File: src/rtl/rx_downsample_ber.sv
// rtl/rx_downsample_ber.sv - per-rail RX decimator, hard slicer and delay-searched BER counter
// Optional feature macro: LOSS_OF_LOCK_EN (a bad window in LOCKED falls back to SEARCH).
module rx_downsample_ber #(
  parameter  int OS      = 4,
  parameter  int NBT_IN  = 8,
  parameter  int NBF_IN  = 7,
  parameter  int BUF_LEN = 511,
  parameter  int WINDOW  = 511,
  parameter  int NB_CNT  = 64,
  localparam int PW      = $clog2(OS),
  localparam int DW      = $clog2(BUF_LEN)
) (
  input  logic              clk,
  input  logic              i_reset,
  input  logic              i_en,
  input  logic [NBT_IN-1:0] i_is_data,
  input  logic [PW-1:0]     i_phase,
  input  logic              i_ref_bit,
  output logic              o_bit,
  output logic              o_sym_valid,
  output logic              o_locked,
  output logic [DW-1:0]     o_delay,
  output logic [NB_CNT-1:0] o_err_count,
  output logic [NB_CNT-1:0] o_bit_count
);

  localparam int WW     = $clog2(WINDOW + 1);
  localparam int NBI_IN = NBT_IN - NBF_IN;
  localparam int SIGN   = NBI_IN + NBF_IN - 1;

  typedef enum logic {SEARCH = 1'b0, LOCKED = 1'b1} state_t;

  state_t              state_q, state_d;
  logic [PW-1:0]       phase_q, phase_d;
  logic [BUF_LEN-1:0]  ref_q, ref_d;
  logic [DW-1:0]       delay_q, delay_d;
  logic [WW-1:0]       win_cnt_q, win_cnt_d;
  logic [WW-1:0]       win_err_q, win_err_d;
  logic [NB_CNT-1:0]   bit_cnt_q, bit_cnt_d;
  logic [NB_CNT-1:0]   err_cnt_q, err_cnt_d;
  logic                bit_q, bit_d;
  logic                sym_valid_q, sym_valid_d;

  logic                strobe;
  logic                slice;
  logic                mismatch;
  logic                win_end;
  logic [BUF_LEN-1:0]  shifted;
  logic [WW-1:0]       win_cnt_inc;
  logic [WW-1:0]       win_err_inc;
  logic [DW-1:0]       next_delay;
  logic                unused_frac;

  // Only the sign bit decides the hard bit; the fraction is magnitude only.
  assign unused_frac = ^i_is_data[NBT_IN-2:0];

  always_comb begin
    state_d     = state_q;
    phase_d     = phase_q;
    ref_d       = ref_q;
    delay_d     = delay_q;
    win_cnt_d   = win_cnt_q;
    win_err_d   = win_err_q;
    bit_cnt_d   = bit_cnt_q;
    err_cnt_d   = err_cnt_q;
    bit_d       = bit_q;

    strobe      = i_en && (phase_q == i_phase);
    sym_valid_d = strobe;
    slice       = i_is_data[SIGN];
    shifted     = {ref_q[BUF_LEN-2:0], i_ref_bit};
    mismatch    = slice ^ shifted[delay_q];
    win_cnt_inc = win_cnt_q + WW'(1);
    win_err_inc = win_err_q + WW'(mismatch);
    win_end     = (win_cnt_inc == WW'(WINDOW));
    next_delay  = (delay_q == DW'(BUF_LEN - 1)) ? '0 : delay_q + DW'(1);

    // Holding the count at 0 while disabled realigns the decimation phase on re-enable.
    if (!i_en) begin
      phase_d = '0;
    end else begin
      phase_d = (phase_q == PW'(OS - 1)) ? '0 : phase_q + PW'(1);
    end

    if (strobe) begin
      bit_d     = slice;
      ref_d     = shifted;
      win_cnt_d = win_cnt_inc;
      win_err_d = win_err_inc;
      case (state_q)
        SEARCH: begin
          if (win_end) begin
            win_cnt_d = '0;
            win_err_d = '0;
            if (win_err_inc == '0) begin
              state_d   = LOCKED;
              bit_cnt_d = '0;
              err_cnt_d = '0;
            end else begin
              delay_d = next_delay;
            end
          end
        end
        LOCKED: begin
          bit_cnt_d = (&bit_cnt_q) ? bit_cnt_q : bit_cnt_q + NB_CNT'(1);
          err_cnt_d = (&err_cnt_q || !mismatch) ? err_cnt_q : err_cnt_q + NB_CNT'(1);
`ifdef LOSS_OF_LOCK_EN
          if (win_end) begin
            win_cnt_d = '0;
            win_err_d = '0;
            if (win_err_inc > WW'(WINDOW / 4)) begin
              state_d   = SEARCH;
              delay_d   = next_delay;
              bit_cnt_d = '0;
              err_cnt_d = '0;
            end
          end
`else
          win_cnt_d = '0;
          win_err_d = '0;
`endif
        end
        default: state_d = SEARCH;
      endcase
    end
  end

  always_ff @(posedge clk) begin
    if (i_reset) begin
      state_q     <= SEARCH;
      phase_q     <= '0;
      ref_q       <= '0;
      delay_q     <= '0;
      win_cnt_q   <= '0;
      win_err_q   <= '0;
      bit_cnt_q   <= '0;
      err_cnt_q   <= '0;
      bit_q       <= 1'b0;
      sym_valid_q <= 1'b0;
    end else begin
      state_q     <= state_d;
      phase_q     <= phase_d;
      ref_q       <= ref_d;
      delay_q     <= delay_d;
      win_cnt_q   <= win_cnt_d;
      win_err_q   <= win_err_d;
      bit_cnt_q   <= bit_cnt_d;
      err_cnt_q   <= err_cnt_d;
      bit_q       <= bit_d;
      sym_valid_q <= sym_valid_d;
    end
  end

  assign o_bit       = bit_q;
  assign o_sym_valid = sym_valid_q;
  assign o_locked    = (state_q == LOCKED);
  assign o_delay     = delay_q;
  assign o_err_count = err_cnt_q;
  assign o_bit_count = bit_cnt_q;

endmodule

File: config.mk
export PLATFORM = sky130hd
export DESIGN_NAME = rx_downsample_ber
export DESIGN_NICKNAME = d
export VERILOG_FILES = /design/src/rtl/rx_downsample_ber.sv
export SDC_FILE = /design/constraint.sdc
export NUM_CORES = 2
export LEC_CHECK = 0
export BUFFER_PORTS_ARGS = -buffer_cell sky130_fd_sc_hd__buf_4
export CAP_MARGIN = 20
export CORE_MARGIN = 1
export CORE_UTILIZATION = 50
export DETAILED_ROUTE_END_ITERATION = 10
export PLACE_DENSITY = 0.65
export SLEW_MARGIN = 20
export SYNTH_ARGS = -nofsm -noshare
export SYNTH_HDL_FRONTEND = slang
export SYNTH_SLANG_ARGS = --single-unit
File: constraint.sdc
create_clock -name clk -period 7.57 [get_ports clk]
set_clock_uncertainty 0.15 [all_clocks]
set_input_delay 0.757 -clock clk [delete_from_list [all_inputs] [get_ports clk]]
set_output_delay 0.757 -clock clk [all_outputs]
set_load 0.05 [all_outputs]
-- Yosys cells after proc, flatten, opt, wreduce, memory -nomap -nowiden
Index checks and enable logic that the tools add are counted.
- flip-flop bits (word level): 670
- bits of input ports: 14
- word-level logic and storage cells: 55
- $add $sub $neg: 6
- order comparisons: 1
- equal/unequal tests: 8
- muxes and demuxes: 16
- bitwise gates (word level): 4
- reductions and logical operators: 10
- operators by type and width (cell ; count):
    64-bit two-way mux ; 4
    64-bit case mux with 2 select lines ; 2
    64-bit by 1-bit adder with 64-bit output, second input constant ; 2
    64-bit AND reduction ; 2
    9-bit case mux with 2 select lines ; 2
    9-bit two-way mux ; 3
    9-bit by 1-bit adder with 9-bit output, second input constant ; 2
    9-bit == test, second input constant ; 2
    4-bit AND reduction ; 3
    9-bit by 10-bit less-than comparator with 1-bit output, second input constant ; 1
    9-bit by 1-bit adder with 9-bit output ; 1
    1-bit binary-select mux with 9-bit select ; 1
    9-bit zero test ; 1
    2-bit != test, second input constant ; 4
    1-bit two-way mux ; 4
    1-bit NOT ; 3
    3-bit OR reduction ; 1
    2-bit by 1-bit adder with 2-bit output, second input constant ; 1
    2-bit == test ; 1
    2-bit == test, second input constant ; 1
    1-bit logical AND ; 1
    1-bit zero test ; 1
    1-bit logical OR ; 1
    1-bit bitwise XOR ; 1

-- Depth between registers and ports, before layout
- word-level depth: 8
- mapped depth: 25
- gate-level depth less buffers: 19

-- Worst setup path before layout
OpenSTA, ideal clock, no wires.
- path type: register to register
- start: register delay_q[0] (netlist: o_delay[0])
- end: register bit_cnt_q[60] (netlist: o_bit_count[60])
- arrival: 5.858 ns
- setup slack: 1.435 ns
- cell stages (with the launch flop): 23
- path buffers: 4
- cell sequence: dfxtp_1 > buf_6 > buf_12 > mux4_2 > mux4_2 > a41oi_1 > nand2_1 > a311oi_2 > a41oi_4 > buf_6 > xnor2_1 > ha_1 > nand3_1 > nor3_1 > a32oi_1 > nor4b_1 > a21oi_1 > nor3_2 > nand4b_1 > clkbuf_1 > nor4_1 > xnor2_1 > nor2_1
- word-level cells in the longest chain between the ends: 7
- RTL lines (element ; RTL line ; RTL):
    start, declared ; 36 ; logic [DW-1:0] delay_q, delay_d;
    start signal, assigned ; 144 ; delay_q <= delay_d;
    1-bit binary-select mux with 9-bit select ; 72 ; mismatch = slice ^ shifted[delay_q];
    1-bit two-way mux (implied by the code) ; 72 ;
    1-bit bitwise XOR ; 72 ;
    9-bit by 1-bit adder with 9-bit output ; 74 ; win_err_inc = win_err_q + WW'(mismatch);
    9-bit zero test ; 95 ; if (win_err_inc == '0) begin
    2-bit != test (no line) ; - ;
    4-bit AND reduction (no line) ; - ;
    end signal, assigned ; 147 ; bit_cnt_q <= bit_cnt_d;
    end, declared ; 39 ; logic [NB_CNT-1:0] bit_cnt_q, bit_cnt_d;
No other way between the ends. The select of a mux whose other input is x is not followed.
A chain may end at the register's enable or synchronous reset.

-- Worst setup path in the final report
- start: register delay_q[1] (netlist: o_delay[1])
- end: register err_cnt_q[50] (netlist: o_err_count[50])
- word-level cells in the longest chain between the ends: 7
- RTL lines (element ; RTL line ; RTL):
    1-bit binary-select mux with 9-bit select * ; 72 ;
    1-bit two-way mux (implied by the code) * ; 72 ;
    1-bit bitwise XOR * ; 72 ;
    9-bit by 1-bit adder with 9-bit output / 1-bit zero test (equally long branches) ; 74, 106 ;
    9-bit zero test / 1-bit logical OR (equally long branches) ; 95, 106 ;
    2-bit != test (no line) ; - ;
    4-bit AND reduction (no line) * ; - ;
    end signal, assigned ; 148 ; err_cnt_q <= err_cnt_d;
    end, declared ; 40 ; logic [NB_CNT-1:0] err_cnt_q, err_cnt_d;
Every way passes the cells marked *; elsewhere a longest branch is shown, timed or not. The select of a mux whose other input is x is not followed.

==> impl_metrics.toml <==
[layout]
drive_above_1_share = 0.1127
nets = 3722
fin_util = 0.5646
n_antenna_cell = 0
syn_to_final_growth_pct = 11.28

[drt]
num_vias = 26271
routedWlPerCell_um = 17.30
via_per_inst = 5.802
drc_errors = 0
first_pass_iters = 7
wl_um = 78360
ant_nets = 0
drtIter0Drc = 2283

[global_route]
grtUsageTotal = 0.2444
grt_pass1_vias = 23797
antenna_found_initial = 0
grt_overflow_total = 0
grt_pass1_wl_um = 126700
grt_max_degree = 234

[floorplanning]
die_h_um = 249.7
pin_count = 154
num_rows = 90
die_w_um = 249.7
core_area_um2 = 60470
start_util = 0.5073
die_area_um2 = 62350

[synth]
async_flop_share = 0
syn_area_um2 = 30680
synth-seq-cells = 670
ys_types = 83
syn_avg_cell_area_um2 = 8.272
synth_warnings = 0
netlist_instances = 3709
ys_seq_area_frac = 0.4372
ys.flop_type = "dfxtp_1"
syn-num-nets = 3732
synth-edff-count = 0

[timing]
slew_headroom = 0.1715
finalSetupViolCount = 0
post-route-period-util = 0.9099
rsz0062_at_grt = "false"
period_needed_ns = 6.888
finalMaxSlewViolations = 0
fin_setup_tns_ns = 0
tightest_slew_ns = 1.243
layout_setup_ws_ns = 0.6817
hold_violations = 0
fmax_mhz = 145.2

[placed_design]
gp_congestion = 0.8435
hpwlAfterDp_um = 47210
pre_cts_ws_ns = 0.3011
io_buffers = 146

[worst_setup_path]
critPathLaunchType = "flip-flop"
critical_path.max_fanout = 48
end_kind = "flip-flop"
crit_type = "reg -> reg"
crit_arrival_ns = 7.24
crit_required_ns = 7.92

[hold_path]
hold_path.class = "in -> reg"

[pwr]
intPower_uw = 5516
clkPwrFrac = 0.474
powerDensity_nw_per_um2 = 208.8
switchingPower_uw = 1613
pwr-share-seq = 0.495
p_leak_uw = 0.01092
swShare = 0.2263
pwr-share-comb = 0.031
ir_worst_vdd_mv = 0.1609

[run]
max_cap_viol_count = 0

[clocking]
cts_root_buf = "clkbuf_16"
cts_sinks = 670
postCtsHoldBufs = 0
tritoncts = "done"
cts.clk_slew.worst_paths_ns = 0.06
numCtsBuffers = 72
clk_latency_ns = 0.62
clock_path_buffers = 3
htree_levels = 3

[outcome]
status = "completed"
-- placed cells by master, fill, tap and decap left out, drive strengths merged, types with 7 or more instances in the layout --
master and n:
nand3 102, or4 17, a22oi 14, o31ai 7, or2 10, a221oi 7, mux2i 61, o311ai 23
or3 38, o211ai 13, and2 8, nor3 50, a211oi 7, and4 11, a31oi 21, a21oi 576
dfxtp 670, clkinv 11, nor4 36, nand2 1160, buf 203, clkbuf 109, and3 21, xnor2 37
a32oi 16, inv 40, xor2 17, ha 9, nor2 113, o22ai 7, o21ai 53, nand4 59
mux4 113, nor2b 12, mux2 11
-- state kept, by name, summed over array words and instances, names as in the netlist --
register	cells
ref_q	510
o_bit_count	64
o_err_count	64
o_delay	9
win_cnt_q	9
win_err_q	9
phase_q	2
o_bit	1
o_locked	1
o_sym_valid	1
-- critical path, cell delays in order, from the launching register on --
cell       delay [ns]
dfxtp_4          0.86
buf_4            0.50
mux4_2           0.38
a221oi_1         0.30
o21ai_0          0.15
nand3_1          0.14
o2111ai_1        0.19
o211ai_1         0.20
a41oi_4          0.20
xnor2_1          0.28
ha_1             0.33
nand3_1          0.14
nor3_1           0.35
a32oi_1          0.17
nor4b_1          0.58
a21oi_1          0.39
o21ai_2          0.46
nand2_1          0.51
nand2_1          0.20
a21oi_1          0.05
a21o_1           0.18
-- area by class of cell --
class / instances / area [um2]
clock inverters: 12 / 128.9
repair buffers: 203 / 1632
well taps: 782 / 978.4
clock buffers: 109 / 2085
inverters: 41 / 153.9
multi-input cells: 2711 / 15740
flip-flops and latches: 670 / 13420
fillers: 5578 / 26330
-- cell usage after synthesis (6+ instances only) --
| cell | number | area, um2 |
|---|---|---|
| a211oi_1 | 7 | 52.55 |
| a21oi_1 | 576 | 2883 |
| a221oi_1 | 6 | 52.55 |
| a22o_1 | 6 | 52.55 |
| a22oi_1 | 14 | 105.1 |
| a31oi_1 | 21 | 131.4 |
| a32oi_1 | 16 | 140.1 |
| and2_1 | 7 | 43.79 |
| and3_1 | 19 | 118.9 |
| and4_1 | 11 | 96.34 |
| buf_12 | 6 | 120.1 |
| buf_2 | 18 | 90.09 |
| buf_4 | 9 | 67.56 |
| buf_6 | 13 | 146.4 |
| clkbuf_1 | 223 | 837.1 |
| dfxtp_1 | 670 | 13410 |
| ha_1 | 9 | 112.6 |
| inv_1 | 38 | 142.6 |
| mux2_2 | 11 | 123.9 |
| mux2i_1 | 60 | 600.6 |
| mux4_1 | 36 | 945.9 |
| mux4_2 | 77 | 1734 |
| nand2_1 | 1160 | 4354 |
| nand2b_1 | 6 | 37.54 |
| nand3_1 | 102 | 510.5 |
| nand4_1 | 59 | 369.1 |
| nand4b_1 | 6 | 52.55 |
| nor2_1 | 113 | 424.2 |
| nor2b_1 | 12 | 75.07 |
| nor3_1 | 48 | 240.2 |
| nor4_1 | 36 | 225.2 |
| o211ai_1 | 13 | 97.59 |
| o21ai_0 | 51 | 255.2 |
| o22ai_1 | 7 | 43.79 |
| o311ai_0 | 22 | 192.7 |
| o31ai_1 | 7 | 52.55 |
| o41ai_1 | 6 | 52.55 |
| or2_2 | 10 | 62.56 |
| or3_1 | 37 | 231.5 |
| or4_1 | 16 | 120.1 |
| xnor2_1 | 37 | 324.1 |
| xor2_1 | 17 | 148.9 |
-- kinds of logic after synthesis --
| family | Yosys count | share of synthesized area |
|---|---|---|
| compound gates | 797 | 0.1478 |
| simple gates | 1666 | 0.2335 |
| flops | 670 | 0.4372 |
| xor+xnor | 54 | 0.01542 |
| mux | 185 | 0.1114 |
| fa+ha+maj | 9 | 0.003671 |
| buf+inv | 328 | 0.05102 |
-- per-layer routing --
| metal | wire length [um] | track usage | up-vias |
|---|---|---|---|
| met3 | 4334 | 0.03567 | 137 |
| met5 | 0 | 0 | - |
| met1 | 35620 | 0.3377 | 12538 |
| met4 | 2019 | 0.07566 | 0 |
| met2 | 36380 | 0.3941 | 655 |
| li1 | - | - | 12941 |
-- power groups by stage --
stage / sequential, uW / clock (uW) / combinational (uW)
floorplan: 3610 / 0 / 167
global placement: 3610 / 0 / 223
detailed placement: 3610 / 0 / 222
CTS: 3530 / 3460 / 222
global route: 3530 / 3590 / 240
finish: 3530 / 3380 / 222
-- timing repair --
action                                  4_1_cts  5_1_grt
buffers inserted                              0        1
gates resized for setup                       0        1
endpoints found under the setup margin        0       30
-- final timing paths --
path               from  cells past startpoint              end  slack (ns)
min           i_ref_bit                      3         ref_q[0]        0.25
max          o_delay[1]                     20  o_err_count[50]        0.68
min reg2reg   ref_q[29]                      2        ref_q[30]        0.30
max reg2reg  o_delay[1]                     20  o_err_count[50]        0.68
-- through the flow --
step	power, uW	std cells	instance area (um2)	hold slack, ns
4_1_cts	7207	4527	34120	0.2285
2_1_floorplan	3776	3709	30680	0.2829
3_3_place_gp	3830	4406	31900	0.2953
6_report	7129	4528	34140	0.2549
5_1_grt	7354	4528	34140	0.2643
3_5_place_dp	3829	4406	31900	0.2994
No activity file was read; power rests on OpenSTA's default activity.
